### src/rtl/pc_pkg.sv
// pc_pkg: shared widths, reset defaults and next-PC source selector for the fetch PC sequencer.
package pc_pkg;
   localparam int          PC_WIDTH             = 32;
   localparam int          INSTR_BYTES          = 4;
   localparam int unsigned DEFAULT_RESET_VECTOR = 32'h0000_0000;
   typedef enum logic [2:0] {SEL_RESET, SEL_REDIRECT, SEL_HOLD, SEL_RAS, SEL_SEQ} next_pc_sel_t;
endpackage

### src/rtl/pc_ras.sv
// pc_ras: circular return-address stack; pushing when full overwrites the oldest entry,
// and push+pop together replaces the top (or pushes when empty).
module pc_ras #(
   parameter int WIDTH     = 32,
   parameter int RAS_DEPTH = 4
) (
   input  logic                       clk_i,
   input  logic                       rst_i,
   input  logic                       push_i,
   input  logic                       pop_i,
   input  logic [WIDTH-1:0]           data_i,
   output logic [WIDTH-1:0]           top_o,
   output logic                       empty_o,
   output logic [$clog2(RAS_DEPTH):0] count_o
);
   localparam int PW = $clog2(RAS_DEPTH);
   localparam int CW = PW + 1;
   logic [WIDTH-1:0] r_mem [RAS_DEPTH];
   logic [PW-1:0]    r_ptr;
   logic [CW-1:0]    r_count;
   logic [PW-1:0]    w_top_idx;
   // r_ptr is the next free slot; once full it also names the oldest entry
   assign w_top_idx = r_ptr - 1'b1;
   assign top_o     = r_mem[w_top_idx];
   assign empty_o   = r_count == '0;
   assign count_o   = r_count;
   always_ff @(posedge clk_i) begin
      if (rst_i) begin
         r_ptr   <= '0;
         r_count <= '0;
      end else if (push_i && pop_i && !empty_o) begin
         r_mem[w_top_idx] <= data_i;
      end else if (push_i) begin
         r_mem[r_ptr] <= data_i;
         r_ptr        <= r_ptr + 1'b1;
         if (r_count != CW'(RAS_DEPTH)) r_count <= r_count + 1'b1;
      end else if (pop_i && !empty_o) begin
         r_ptr   <= w_top_idx;
         r_count <= r_count - 1'b1;
      end
   end
endmodule

### src/rtl/pc_sequencer.sv
// pc_sequencer: fetch-stage PC register with redirect, stall, sequential and RAS-predicted next PC,
// plus registered misalign and RAS-miss pulses.
module pc_sequencer
   import pc_pkg::*;
#(
   parameter int          WIDTH        = PC_WIDTH,
   parameter int unsigned RESET_VECTOR = DEFAULT_RESET_VECTOR,
   parameter int          RAS_DEPTH    = 4
) (
   input  logic                       clk_i,
   input  logic                       rst_i,
   input  logic                       pc_write_i,
   input  logic                       redirect_i,
   input  logic [WIDTH-1:0]           redirect_pc_i,
   input  logic                       call_i,
   input  logic                       ret_i,
   output logic [WIDTH-1:0]           pc_o,
   output logic [WIDTH-1:0]           pc_plus4_o,
   output logic                       misalign_o,
   output logic                       ras_miss_o,
   output logic [$clog2(RAS_DEPTH):0] ras_count_o
);
   logic [WIDTH-1:0] r_pc, w_next_pc, w_top;
   logic             r_misalign, r_ras_miss;
   logic             w_adv, w_push, w_pop, w_empty;
   next_pc_sel_t     w_sel;
   // RAS only moves on a real, unredirected advance
   assign w_adv      = !rst_i && !redirect_i && pc_write_i;
   assign w_push     = w_adv && call_i;
   assign w_pop      = w_adv && ret_i;
   assign pc_plus4_o = r_pc + WIDTH'(INSTR_BYTES);
   assign pc_o       = r_pc;
   assign misalign_o = r_misalign;
   assign ras_miss_o = r_ras_miss;
   pc_ras #(.WIDTH(WIDTH), .RAS_DEPTH(RAS_DEPTH)) u_ras (
      .clk_i   (clk_i),
      .rst_i   (rst_i),
      .push_i  (w_push),
      .pop_i   (w_pop),
      .data_i  (pc_plus4_o),
      .top_o   (w_top),
      .empty_o (w_empty),
      .count_o (ras_count_o)
   );
   always_comb begin
      w_sel = rst_i ? SEL_RESET : redirect_i ? SEL_REDIRECT : !pc_write_i ? SEL_HOLD :
              (ret_i && !w_empty) ? SEL_RAS : SEL_SEQ;
      w_next_pc = pc_plus4_o;
      case (w_sel)
         SEL_RESET:    w_next_pc = WIDTH'(RESET_VECTOR);
         SEL_REDIRECT: w_next_pc = {redirect_pc_i[WIDTH-1:2], 2'b00};
         SEL_HOLD:     w_next_pc = r_pc;
         SEL_RAS:      w_next_pc = w_top;
         default:      w_next_pc = pc_plus4_o;
      endcase
   end
   always_ff @(posedge clk_i) begin
      if (rst_i) begin
         r_pc       <= WIDTH'(RESET_VECTOR);
         r_misalign <= 1'b0;
         r_ras_miss <= 1'b0;
      end else begin
         r_pc       <= w_next_pc;
         r_misalign <= redirect_i && (redirect_pc_i[1:0] != 2'b00);
         r_ras_miss <= w_pop && w_empty;
      end
   end
endmodule

### config.mk
export PLATFORM = sky130hd
export DESIGN_NAME = pc_sequencer
export DESIGN_NICKNAME = d
export VERILOG_FILES = /design/src/rtl/pc_pkg.sv /design/src/rtl/pc_ras.sv /design/src/rtl/pc_sequencer.sv
export SDC_FILE = /design/constraint.sdc
export NUM_CORES = 1
export LEC_CHECK = 0
export ABC_AREA = 0
export CAP_MARGIN = 20
export CORE_MARGIN = 2
export CORE_UTILIZATION = 55
export CTS_BUF_LIST = sky130_fd_sc_hd__clkbuf_4 sky130_fd_sc_hd__clkbuf_8 sky130_fd_sc_hd__clkbuf_16
export DETAILED_ROUTE_END_ITERATION = 10
export PLACE_DENSITY_LB_ADDON = 0.25
export SETUP_SLACK_MARGIN = 0.5
export SLEW_MARGIN = 5
export SYNTH_ARGS = -nofsm -noshare
export SYNTH_HDL_FRONTEND = slang
export SYNTH_HIERARCHICAL = 1
export SYNTH_SLANG_ARGS = --single-unit
### constraint.sdc
create_clock -name clk_i -period 6.05 [get_ports clk_i]
set_input_delay 1.21 -clock clk_i [delete_from_list [all_inputs] [get_ports clk_i]]
set_output_delay 1.21 -clock clk_i [all_outputs]
set_load 0.02 [all_outputs]
# Yosys cells after proc, flatten, opt, wreduce, memory -nomap -nowiden
# Memories as Yosys holds them, arrays and structs flattened.
# Cells that the tools add are included.
# Widths: inputs -> output; s select.
[word_totals] register_bits=39 latch_bits=0 ram_bits=128 mem_bits_ro=0 inputBits=38 out_inout_bits=69 word_cells=57 n_memories=1
[mem_list] name="u_ras.r_mem" words=4 width=32 read_ports=1 rd_ports_with_merged_regs=0 write_ports=1 line="pc_ras.sv:18" rtl="logic [WIDTH-1:0] r_mem [RAS_DEPTH];"
[classes] addsub=5 multipliers=0 div=0 n_lt_le_gt_ge=0 n_eq_ne=5 shifts=0 n_mux=20 bitwise=1 reduce_logical=20
[op_table] operator="$pmux 32 s4" n=1
[op_table] operator="$add 32x3->32 const B" n=1
[op_table] operator="$mux 32" n=1
[op_table] operator="$reduce_or 32->1" n=1
[op_table] operator="$mux 3" n=7
[op_table] operator="$logic_and 1x1->1" n=10
[op_table] operator="$mux 1" n=8
[op_table] operator="$eq 3x2->1 const B" n=2
[op_table] operator="$logic_not 3->1" n=2
[op_table] operator="$mux 2" n=3
[op_table] operator="$reduce_bool 2->1" n=2
[op_table] operator="$add 3x1->3 const B" n=1
[op_table] operator="$eq 3x1->1 const B" n=1
[op_table] operator="$logic_not 1->1" n=3
[op_table] operator="$ne 3x3->1 const B" n=1
[op_table] operator="$reduce_and 3->1" n=1
[op_table] operator="$sub 3x1->3 const B" n=1
[op_table] operator="$add 2x1->2 const B" n=1
[op_table] operator="$ne 2x2->1 const B" n=1
[op_table] operator="$reduce_and 2->1" n=1
[op_table] operator="$sub 2x1->2 const B" n=1
[op_table] operator="$not 1->1" n=1

# Depth between registers and ports, before layout
# Gate-level depths: netlist (run 1).
[depth] word_depth=11 depth_mapped=10 ltp_nobuf=7

# Hierarchy
# Netlist (run 1), hierarchy kept.
[by_module_without_submodules] mod="pc_ras" n_inst=1 cells_each=224 area_per_inst_um2=5047.3 seq_area_each_um2=3943.8
[by_module_without_submodules] mod="pc_sequencer" n_inst=1 cells_each=340 area_per_inst_um2=2663.8 seq_area_each_um2=680.7

# Worst setup path after synthesis (run 1)
# OpenSTA, ideal clock, no wires.
[synth_timing] path_type="input to register" from="input rst_i" to="memory u_ras.r_mem[0][0], enable pin" setup_time_ns=0.468 t_arrival_ns=4.576 required_time_ns=5.582 slack_ns=1.007 stages=7 n_path_buf=2 cell_sequence="clkbuf_1 nor2_1 and3_1 buf_6 o31a_2 xnor2_2 nor3b_1"
[synth_via] elab_chain_len=11 elab_cells_between_ends=17 cone_classes="mux: 9; reduce/logical: 8"
[synth_lines] element="start, declared" line="pc_sequencer.sv:11" rtl="input logic rst_i,"
[synth_lines] element="$logic_not 1->1 (*)" line="pc_sequencer.sv:28" rtl="assign w_adv = !rst_i && !redirect_i && pc_write_i;"
[synth_lines] element="$logic_and 1x1->1 (*) (2 in a row)" line="pc_sequencer.sv:28"
[synth_lines] element="$logic_and 1x1->1 (*)" line="pc_sequencer.sv:30" rtl="assign w_pop = w_adv && ret_i;"
[synth_lines] element="named net w_pop" line="pc_sequencer.sv:25" rtl="logic w_adv, w_push, w_pop, w_empty;"
[synth_lines] element="$logic_and 1x1->1 (*) (2 in a row)" line="pc_ras.sv:31" rtl="end else if (push_i && pop_i && !empty_o) begin"
[synth_lines] element="$mux 1" line="pc_ras.sv:31"
[synth_lines] element="$mux 1" line="pc_ras.sv:28" rtl="if (rst_i) begin"
[synth_lines] element="$mux 1 (not written as such)" line="pc_ras.sv:34" rtl="r_mem[r_ptr] <= data_i;"
[synth_lines] element="$reduce_or 32->1 (no line)"
[synth_lines] element="$mux 2 (no line) or $mux 1 (tied branches)"
[synth_lines] element="end, declared" line="pc_ras.sv:18"
# Mark *: on every way through the listed nets, which the timed path passes. The rest lies on a longest branch.

# Final worst setup path (run 1)
[layout_timing] from="register r_pc[4] (netlist: pc_o[4])" to="output pc_plus4_o[15]"
[layout_via] elab_chain_len=1
[layout_lines] element="start, declared" line="pc_sequencer.sv:23" rtl="logic [WIDTH-1:0] r_pc, w_next_pc, w_top;"
[layout_lines] element="start signal, assigned" line="pc_sequencer.sv:59" rtl="r_pc <= WIDTH'(RESET_VECTOR);"
[layout_lines] element="start signal, assigned" line="pc_sequencer.sv:63" rtl="r_pc <= w_next_pc;"
[layout_lines] element="$add 32x3->32" line="pc_sequencer.sv:31" rtl="assign pc_plus4_o = r_pc + WIDTH'(INSTR_BYTES);"
[layout_lines] element="end, declared" line="pc_sequencer.sv:18" rtl="output logic [WIDTH-1:0] pc_plus4_o,"
# No other way between the ends.

==> summary.md, run 1 <==
| Metric | Value |
|---|---|
| Status | `finished, final reports clean` |
| Top cell type's share of synthesized area | `0.498` |
| Slack of the critical path | `1.76 ns` |
| Clk sinks | `167` |
| Core area | `0.0138 sq mm` |
| Ys flop type | `edfxtp_1` |
| Worst setup EP type | `output pin` |
| CTS-repair resized insts | `0` |
| Worst relative slew slack | `0.226` |
| Tot GR Track Use | `0.261` |
| Initial Utilization | `0.560` |
| Die area | `0.0150 sq mm` |
| Dpl cells | `823` |
| Wire length per cell | `21.8 um` |
| Worst Path Required | `4.84 ns` |
| Crit Path Class | `reg -> out` |
| Static Leak | `3.21 nW` |
| Fin util | `0.696` |
| Avg Cell Area, Syn | `13.7 sq um` |
| Vias in the first global route | `5061` |
| Initial antenna violation count | `0` |
| DR vias/cell | `6.21` |
| Final Slew Violations | `0` |
| Final antenna diode count | `0` |
| CTS Buf Count | `17` |
| Crit Path Max Fanout | `7` |
| Ports | `107` |
| Synth cell count leaders | `edfxtp_1 (128), dfxtp_1 (39), mux4_2 (32)` |
| Startpoint types | `register` |
| WP buf/inv | `1` |
| Setup_tns | `0 ns` |
| Critical Path AT | `3.08 ns` |
| WHS | `0.529 ns` |
| Worst-Margin Slew | `1.16 ns` |
| Unrepaired setup endpoints after global routing | `no` |
| DRC | `0` |
| FF+latch count, synth | `167` |
| CTS tree | `done` |
| Final Skew | `0.00695 ns` |
| DRT Pass-1 Iters | `5` |
| Synth top area cells | `edfxtp_1 (50%), dfxtp_1 (10%), mux4_2 (9.3%)` |
| Clk_lat worst skew | `0.42 ns` |
| Syn Inst Count | `564` |
| Detail Placement HPWL | `12500 um` |
| Seq/Total Area, Yosys | `0.600` |
| Worst Hold Class | `reg -> reg` |
| Finished Layout Cells | `855` |
| DP Worst Slack | `1.65 ns` |
| Vias | `5308` |
| Count of flip-flops with a built-in enable after synthesis | `128` |
| Standard-cell rows | `43` |
| Most frequent cell after synthesis | `edfxtp_1` |
| Worst reg-to-reg setup slack | `2.93 ns` |
| Max Root-Sink Buffers | `2` |
| Nets@finish | `702` |
| Highest clock rate | `233 MHz` |
| Synth warnings | `6` |
| Synth Net Count | `604` |
| Ordered list of cells on the worst path | `nand3_1 -> nor4_4 -> nand3_1 -> xnor2_1 -> clkdlybuf4s50_1` |
| Synth Cell Area | `0.00771 sq mm` |
| Post-CTS Setup Inserts | `0` |
| PortBufs | `106` |
| First-pass GRT wire length | `28800 um` |
| Max-cap violations | `0` |
| H-tree Lvls | `4` |
| Synth async-reset ratio | `0` |
| Area growth from synthesis to layout | `24.3%` |
| Clock Pin Slew Worst Setup and Hold Paths | `0.06 ns` |
| Routed Wire Length | `18600 um` |
| Die height | `122 um` |
| Slowest cell on the critical path | `clkdlybuf4s50_1` |
| Final hold violation count | `0` |
| Crit-path leading delay family | `simple AND/OR/NAND/NOR gates` |
| Hold_buf cts | `0` |
| CTS root buf | `clkbuf_16` |
| Die X | `122 um` |
| Min Tclk post-route | `4.29 ns` |
| Fin crit share | `0.710` |
| Maximum vdd ir drop | `0.000164 V` |
| Maximum number of pins on one net before global-route repair | `40` |
| Grt total ovfl | `0` |
| Setup violations, final | `0` |
| RD Place Congestion | `0.886` |
| Critical Path Max Stage Delay | `0.72 ns` |
| Most used cell, CP | `nand3_1` |
| Drt initial violations | `527` |
| Area leader, netlist | `edfxtp_1` |
| Power Dens Cells | `289 mW/mm^2` |
| Distinct cells, synth | `69` |
| Layout cells sized above 1 | `0.161` |
| Antenna viol nets, final | `0` |
## sequential cells by signal, indices dropped and copies added, names as in the netlist
name / flops
u_ras/count_o: 3
u_ras/r_mem: 128
ras_miss_o: 1
misalign_o: 1
u_ras/r_ptr: 2
pc_o: 32
## where the power goes
group          switching (W)  internal (W)  total [W]  leakage [nW]
clock network       0.000421      0.000735    0.00116         0.315
logic               0.000164      0.000140   0.000304          1.39
registers          0.0000440       0.00127    0.00131          1.50
total               0.000628       0.00214    0.00277          3.21
## cell type report
class                           instances  area, sq um
Sequential cell                       167         4630
Fill cell                             992         4190
Multi-Input combinational cell        347         2880
Timing Repair Buffer                  117         1180
Clock buffer                           24          490
Tap cell                              180          225
Clock inverter                          8          146
Inverter                               12         45.0
## layer usage
layer | share of wire | wire length [um] | track usage
met3 | 0.072 | 1330 | 0.0525
met2 | 0.50 | 9280 | 0.414
met4 | 0.012 | 215 | 0.0740
met1 | 0.42 | 7780 | 0.371
met5 | 0 | 0 | 0
## layout by cell type, fill, tap and decap left out, drive strengths merged, types with 16 or more instances in the layout
cell type / synthesis / final
clkbuf: 12 / 24
nor3: 18 / 18
dfxtp: 39 / 39
nand4: 16 / 16
mux4: 32 / 32
o21ai: 23 / 23
xnor2: 22 / 22
clkdlybuf4s50: 0 / 105
nand2: 31 / 31
nand3: 20 / 20
a21oi: 25 / 25
nor2: 32 / 32
mux2i: 24 / 24
edfxtp: 128 / 128
## cell families after synthesis
family,after synthesis,synth area share
compound gates,89,0.0733
xor+xnor,30,0.0350
fa+ha+maj,2,0.00422
buf+inv,50,0.0315
flops,167,0.600
mux,64,0.136
simple gates,162,0.120
## metrics by stage
step                      total power [W]  area (sq um)
final                             0.00277          9590
after global routing              0.00285          9590
after CTS                         0.00278          9590
after detailed placement          0.00164          8950
after global placement            0.00163          8900
after floorplan                   0.00149          7710
## worst min-delay path: stages (launching register included)
cell     delay [ns]
dfxtp_1        0.36
nand2_1        0.07
a21oi_1        0.05
## worst paths after layout
| check | start | endpoint | cells after the start |
|---|---|---|---|
| max | pc_o[4] | pc_plus4_o[15] | 5 |
| min reg2reg | pc_o[2] | pc_o[2] | 2 |
| min | pc_o[2] | pc_o[2] | 2 |
| max reg2reg | u_ras/r_ptr[1] | u_ras/r_mem[2][21] | 3 |
No activity file was read; power rests on OpenSTA's default activity.
==> inputs of run 2 (changes only) <==
==> constraint.sdc (replaced) <==
create_clock -name clk_i -period 4 [get_ports clk_i]
set_input_delay 0.8 -clock clk_i [delete_from_list [all_inputs] [get_ports clk_i]]
set_output_delay 0.8 -clock clk_i [all_outputs]
set_load 0.02 [all_outputs]
==> run 2 against run 1 <==
Compared with the run above:
- clock power is 47% higher
- register-to-register slack worse by 1.7 ns
- critical path depth stayed put
- via count is 4.5% higher
- final cell count is 2.3% higher
==> summary.md, run 2 (same netlist as run 1, synthesis figures left out) <==
| Metric | Value |
|---|---|
| Initial Utilization | `0.560 (unchanged)` |
| CTS Buf Count | `17 (unchanged)` |
| CTS root buf | `clkbuf_16` |
| Vias | `5547 (+4.5%)` |
| Wire length per cell | `23.3 um (+7.1%)` |
| CP startpoint | `pc_o[20]` |
| Min Tclk post-route | `3.46 ns` |
| Commonest non-fill, non-tap cells in the layout | `edfxtp_1 (128), clkdlybuf4s50_1 (88), mux4_2 (32)` |
| Worst Path Required | `3.20 ns (-1.64 ns)` |
| GR Layer Usage met3 | `0.0646 (+0.0121)` |
| Worst-Margin Slew | `0.984 ns (-0.175 ns)` |
| Worst reg-to-reg setup slack | `1.26 ns (-1.67 ns)` |
| Sw frac | `0.237 (+0.0104)` |
| First-pass GRT wire length | `31100 um (+8.0%)` |
| Die height | `122 um (unchanged)` |
| Initial antenna violation count | `0 (unchanged)` |
| Unrepaired setup endpoints after global routing | `yes` |
| Maximum number of pins on one net before global-route repair | `40 (unchanged)` |
| H-tree Lvls | `4 (unchanged)` |
| Clock network power share | `0.408 (-0.009)` |
| Core area | `0.0138 sq mm (unchanged)` |
| Nets@finish | `723 (+3.0%)` |
| Fin util | `0.725 (+0.0289)` |
| Antenna viol nets, final | `0 (unchanged)` |
| Grt total ovfl | `0 (unchanged)` |
| Reg-to-Reg End | `pc_o[24]` |
| Crit Path Max Fanout | `7 (unchanged)` |
| Vias in the first global route | `5462 (+7.9%)` |
| Worst setup EP type | `output pin` |
| HP Start | `pc_o[3]` |
| Reg2reg path depth | `6 (+3)` |
| Fillers | `904 (-8.9%)` |
| Final Slew Violations | `0 (unchanged)` |
| Most flops, register | `u_ras/r_mem` |
| Max Root-Sink Buffers | `2 (unchanged)` |
| PortBufs | `106 (unchanged)` |
| Area growth from synthesis to layout | `29.5%` |
| Crit Path Class | `reg -> out` |
| Sequential Power Share | `0.476 (+0.003)` |
| DRT Pass-1 Iters | `5 (unchanged)` |
| R2r startpoint | `u_ras/r_ptr[1]` |
| Hold Path Sink | `pc_o[3]` |
| GR Util met1 | `0.385 (+0.0145)` |
| Standard-cell rows | `43 (unchanged)` |
| Dpl cells | `831 (+0.97%)` |
| Tot GR Track Use | `0.284 (+0.0223)` |
| Fin crit share | `0.866` |
| Commonest non-fill, non-tap cell in the layout | `edfxtp_1` |
| Max reg flops | `128 (unchanged)` |
| Highest clock rate | `289 MHz` |
| Setup violations, final | `0 (unchanged)` |
| Worst relative slew slack | `0.343 (+0.117)` |
| Worst hold stages | `2 (unchanged)` |
| Layout cells sized above 1 | `0.249 (+0.0874)` |
| Met2 Use GR | `0.443 (+0.0285)` |
| Final antenna diode count | `0 (unchanged)` |
| Worst Hold Class | `reg -> reg` |
| Detail Placement HPWL | `12900 um (+3.1%)` |
| Internal power | `0.00320 W (+50%)` |
| Final hold violation count | `0 (unchanged)` |
| DRC | `0 (unchanged)` |
| Power Dens Cells | `421 mW/mm^2 (+46%)` |
| Maximum vdd ir drop | `0.000401 V (+150%)` |
| Setup_tns | `0 ns (unchanged)` |
| Drt initial violations | `711 (+35%)` |
| Ports | `107 (unchanged)` |
| P_sw | `0.000996 W (+59%)` |
| GRT Max-Usage Layer | `met2` |
| RD Place Congestion | `0.853 (-3.7%)` |
| Startpoint types | `register` |
| Final Skew | `0.00730 ns (+0.000352 ns)` |
| Clock Pin Slew Worst Setup and Hold Paths | `0.06 ns (about the same)` |
| Static Leak | `3.57 nW (+11%)` |
| DR vias/cell | `6.34 (+2.1%)` |
| Finished Layout Cells | `875 (+2.3%)` |
| Die area | `0.0150 sq mm (unchanged)` |
| Clk_lat worst skew | `0.43 ns (about the same)` |
| Clk sinks | `167 (unchanged)` |
| Combinational power share | `0.117 (+0.007)` |
| Critical Path AT | `2.66 ns (-0.42 ns)` |
| Status | `finished, final reports clean` |
| Routed Wire Length | `20400 um (+9.7%)` |
| CTS tree | `done` |
| Die X | `122 um (unchanged)` |
| Max-cap violations | `0 (unchanged)` |
[run 2: changes by cell type in the layout (fill, tap and decap cells not counted), moves of 6 or more]
cell and delta:
xor2_1 -6, xor2_2 +6, dlymetal6s2s_1 +7, dlygate4sd2_1 +9
xnor2_1 -16, dfxtp_1 -15, xnor2_2 +13, dfxtp_2 +15
clkdlybuf4s50_1 -17, buf_4 +22
[run 2: power by group through the flow]
stage / Clock, W / Combinational [W] / Sequential (W)
floorplan: 0 / 0.000224 / 0.00203
global placement: 0 / 0.000450 / 0.00202
detailed placement: 0 / 0.000459 / 0.00202
CTS: 0.00173 / 0.000473 / 0.00199
global route: 0.00179 / 0.000519 / 0.00200
finish: 0.00171 / 0.000491 / 0.00200
[run 2: worst max-delay path, cell delays in order, from the launching register on]
cell and delay, ns:
dfxtp_1 0.52, nand3_1 0.27, nor4_2 0.25, nand4_1 0.26, xnor2_2 0.29, clkdlybuf4s50_1 0.64
[run 2: repair_timing]
item | CTS | global route
endpoints found under the setup margin | 21 | 18
hold buffers | 0 | 0
pin swaps | 7 | 5
resized for setup | 36 | 33
buffers inserted | 8 | 4
[run 2: metal layers]
layer / wire length [um] / vias to the layer above
li1: - / 2426
met1: 8270 / 2796
met2: 9910 / 278
met3: 1650 / 47
met4: 576 / 0
met5: 0 / -
[run 2: layout make-up]
type / instances / area (sq um) / share of cell area
tap: 180 / 225 / 0.0226
inverter: 12 / 45.0 / 0.00451
clock inverter: 12 / 178 / 0.0178
sequential: 167 / 4640 / 0.465
clock buffer: 19 / 440 / 0.0441
multi-input combinational: 347 / 3140 / 0.314
timing repair buffer: 138 / 1320 / 0.132
[run 2: worst max-delay path by stage]
| stage | to | slack [ns] | cells after the start |
|---|---|---|---|
| finish | pc_plus4_o[25] | 0.54 | 5 |
| global route | pc_plus4_o[17] | 0.40 | 5 |
| CTS | pc_plus4_o[16] | 0.31 | 5 |
| detailed placement | pc_plus4_o[15] | 0.59 | 5 |
| global placement | pc_plus4_o[28] | 0.68 | 7 |
| floorplan | u_ras/r_mem[0][0] | 0.51 | 7 |
[run 2: per-stage QoR]
stage / worst slack, ns / power, W / area [sq um] / hold WS (ns)
after global placement: 0.678 / 0.00247 / 8980 / 0.493
after detailed placement: 0.592 / 0.00248 / 8980 / 0.506
after floorplan: 0.513 / 0.00225 / 7720 / 0.564
after CTS: 0.308 / 0.00420 / 9800 / 0.524
final: 0.538 / 0.00420 / 9990 / 0.520
after global routing: 0.399 / 0.00431 / 9990 / 0.550
==> inputs of run 3 (changes only) <==
--- a/config.mk
+++ b/config.mk
@@ -6,11 +6,12 @@
 export NUM_CORES = 1
 export LEC_CHECK = 0
 export ABC_AREA = 0
-export CAP_MARGIN = 20
+export CAP_MARGIN = 25
 export CORE_MARGIN = 2
 export CORE_UTILIZATION = 55
 export CTS_BUF_LIST = sky130_fd_sc_hd__clkbuf_4 sky130_fd_sc_hd__clkbuf_8 sky130_fd_sc_hd__clkbuf_16
 export DETAILED_ROUTE_END_ITERATION = 10
+export GPL_ROUTABILITY_DRIVEN = 0
 export PLACE_DENSITY_LB_ADDON = 0.25
 export SETUP_SLACK_MARGIN = 0.5
 export SLEW_MARGIN = 5
==> run 3 against run 2 <==
Compared with the run above:
- worst setup slack got worse by 0.10 ns
- core utilization shrank 0.41 points
- final cell count fell by 0.23%
- register-to-register slack got worse by 0.04 ns
- critical path type unchanged
- highest routed layer unchanged
==> summary.md, run 3 (same netlist as run 1, synthesis figures left out) <==
| Metric | Value |
|---|---|
| Setup_tns | `0 ns (unchanged)` |
| Grt total ovfl | `0 (unchanged)` |
| Status | `finished, final reports clean` |
| Vias | `5560 (+0.23%)` |
| DRC | `0 (unchanged)` |
| Final antenna diode count | `0 (unchanged)` |
| Max-cap violations | `0 (unchanged)` |
| Worst-Margin Slew | `1.03 ns (+0.0423 ns)` |
| Worst Path Required | `3.20 ns (about the same)` |
| Routed Wire Length | `20400 um (about the same)` |
| Fin crit share | `0.892 (+0.0260)` |
| Most flops, register | `u_ras/r_mem` |
| First-pass GRT wire length | `30900 um (-0.73%)` |
| Worst setup EP type | `output pin` |
| Hold_buf cts | `0 (unchanged)` |
| Static Leak | `3.53 nW (-1.0%)` |
| Clk_lat worst skew | `0.43 ns (about the same)` |
| Commonest non-fill, non-tap cell in the layout | `edfxtp_1` |
| Commonest non-fill, non-tap cells in the layout | `edfxtp_1 (128), clkdlybuf4s50_1 (90), mux4_2 (32)` |
| Layout cells sized above 1 | `0.241 (-0.00794)` |
| Setup violations, final | `0 (unchanged)` |
| Maximum number of pins on one net before global-route repair | `40 (unchanged)` |
| Initial Utilization | `0.560 (unchanged)` |
| Antenna viol nets, final | `0 (unchanged)` |
| DR vias/cell | `6.37 (+0.46%)` |
| WHS | `0.523 ns (+0.00259 ns)` |
| Crit Path Class | `reg -> out` |
| Startpoint types | `register` |
| Final hold violation count | `0 (unchanged)` |
| Vias in the first global route | `5502 (+0.73%)` |
| Initial antenna violation count | `0 (unchanged)` |
| Critical Path AT | `2.77 ns (+0.11 ns)` |
| Final Skew | `0.00666 ns (-0.000648 ns)` |
| CTS Buf Count | `17 (unchanged)` |
| CTS tree | `done` |
| DP Worst Slack | `0.585 ns (-0.00658 ns)` |
| Power Dens Cells | `416 mW/mm^2 (-1.1%)` |
| Highest clock rate | `280 MHz (-2.9%)` |
| Clock Pin Slew Worst Setup and Hold Paths | `0.06 ns (about the same)` |
| Detail Placement HPWL | `13000 um (+0.61%)` |
| Fin util | `0.721 (-0.00409)` |
| Min Tclk post-route | `3.57 ns (+0.104 ns)` |
| Ports | `107 (unchanged)` |
| Ordered list of cells on the worst path | `ha_1 -> and2_2 -> nand3_2 -> nor2_1 -> xor2_2 -> clkdlybuf4s50_1` |
| Wire length per cell | `23.4 um (+0.26%)` |
| CTS root buf | `clkbuf_16` |
| DRT Pass-1 Iters | `8 (+3)` |
| Worst relative slew slack | `0.315 (-0.0282)` |
| Drt initial violations | `699 (-1.7%)` |
| Tot GR Track Use | `0.281 (-0.00268)` |
| Standard-cell rows | `43 (unchanged)` |
| H-tree Lvls | `4 (unchanged)` |
| Crit Path Max Fanout | `6 (-1)` |
| Critical Path Max Stage Delay | `0.65 ns (about the same)` |
| Final Slew Violations | `0 (unchanged)` |
| Area growth from synthesis to layout | `28.8%` |
| Core area | `0.0138 sq mm (unchanged)` |
| Die X | `122 um (unchanged)` |
| PortBufs | `106 (unchanged)` |
| Maximum vdd ir drop | `0.000377 V (-6.2%)` |
| Clk sinks | `167 (unchanged)` |
| Die area | `0.0150 sq mm (unchanged)` |
| Nets@finish | `720 (-0.41%)` |
| Max Root-Sink Buffers | `2 (unchanged)` |
| Unrepaired setup endpoints after global routing | `yes` |
| Max reg flops | `128 (unchanged)` |
| Slowest cell on the critical path | `clkdlybuf4s50_1` |
| Die height | `122 um (unchanged)` |
| Slack of the critical path | `0.434 ns (-0.104 ns)` |
| Worst Hold Class | `reg -> reg` |
## run 3: cell count changes in the layout (fill, tap and decap cells not counted), moves of 2 or more
cell             change
dfxtp_1              +3
clkinvlp_4           -2
bufinv_16            -2
clkinv_4             +2
xnor2_2              -2
clkdlybuf4s50_1      +2
buf_4                -3
dfxtp_2              -3
clkbuf_8             +3
## run 3: stage by stage
step	instances	cell area [sq um]	power, W
after detailed placement	832	9000	0.00248
after CTS	870	9780	0.00412
after floorplan	564	7720	0.00225
final	873	9930	0.00413
after global routing	873	9930	0.00425
after global placement	831	8980	0.00247
## run 3: final cells by class
cell class                 count  area [sq um]
clock buffer                  22           482
clock inverter                10           120
fill                         902          3840
inverter                      12          45.0
multi-input combinational    347          3130
sequential                   167          4640
tap                          180           225
timing repair buffer         135          1290
## run 3: worst paths after layout
check	cells after the start	to	from	slack, ns
max	6	pc_plus4_o[12]	pc_o[2]	0.43
min reg2reg	2	pc_o[3]	pc_o[3]	0.52
min	2	pc_o[3]	pc_o[3]	0.52
max reg2reg	6	pc_o[24]	u_ras/r_ptr[1]	1.22
## run 3: where the power goes
| part | internal, W | switching (W) | leakage, nW | total [W] |
|---|---|---|---|---|
| Clock | 0.000985 | 0.000658 | 0.294 | 0.00164 |
| Sequential | 0.00192 | 0.0000778 | 1.51 | 0.00200 |
| Combinational | 0.000228 | 0.000261 | 1.73 | 0.000489 |
| Total | 0.00313 | 0.000996 | 3.53 | 0.00413 |
## run 3: repair_timing
| item | CTS | global route |
|---|---|---|
| buffers inserted | 6 | 3 |
| setup endpoints to repair | 21 | 17 |
| resized for setup | 32 | 32 |
| pin swaps | 6 | 3 |
## run 3: worst max-delay path, delay by kind of cell (launching register included)
kind	cells	cell delay (ns)
AND/OR/NAND/NOR	3	0.73
buffers and inverters	1	0.65
flip-flops	1	0.44
adder cells (fa/ha/maj)	1	0.27
XOR/XNOR	1	0.25
## run 3: routing by layer
metal / vias up / global-route usage / share of wire
met2: 291 / 0.431 / 0.48
met4: 0 / 0.139 / 0.036
met5: - / 0 / 0
met1: 2783 / 0.381 / 0.41
li1: 2428 / - / -
met3: 58 / 0.0623 / 0.073
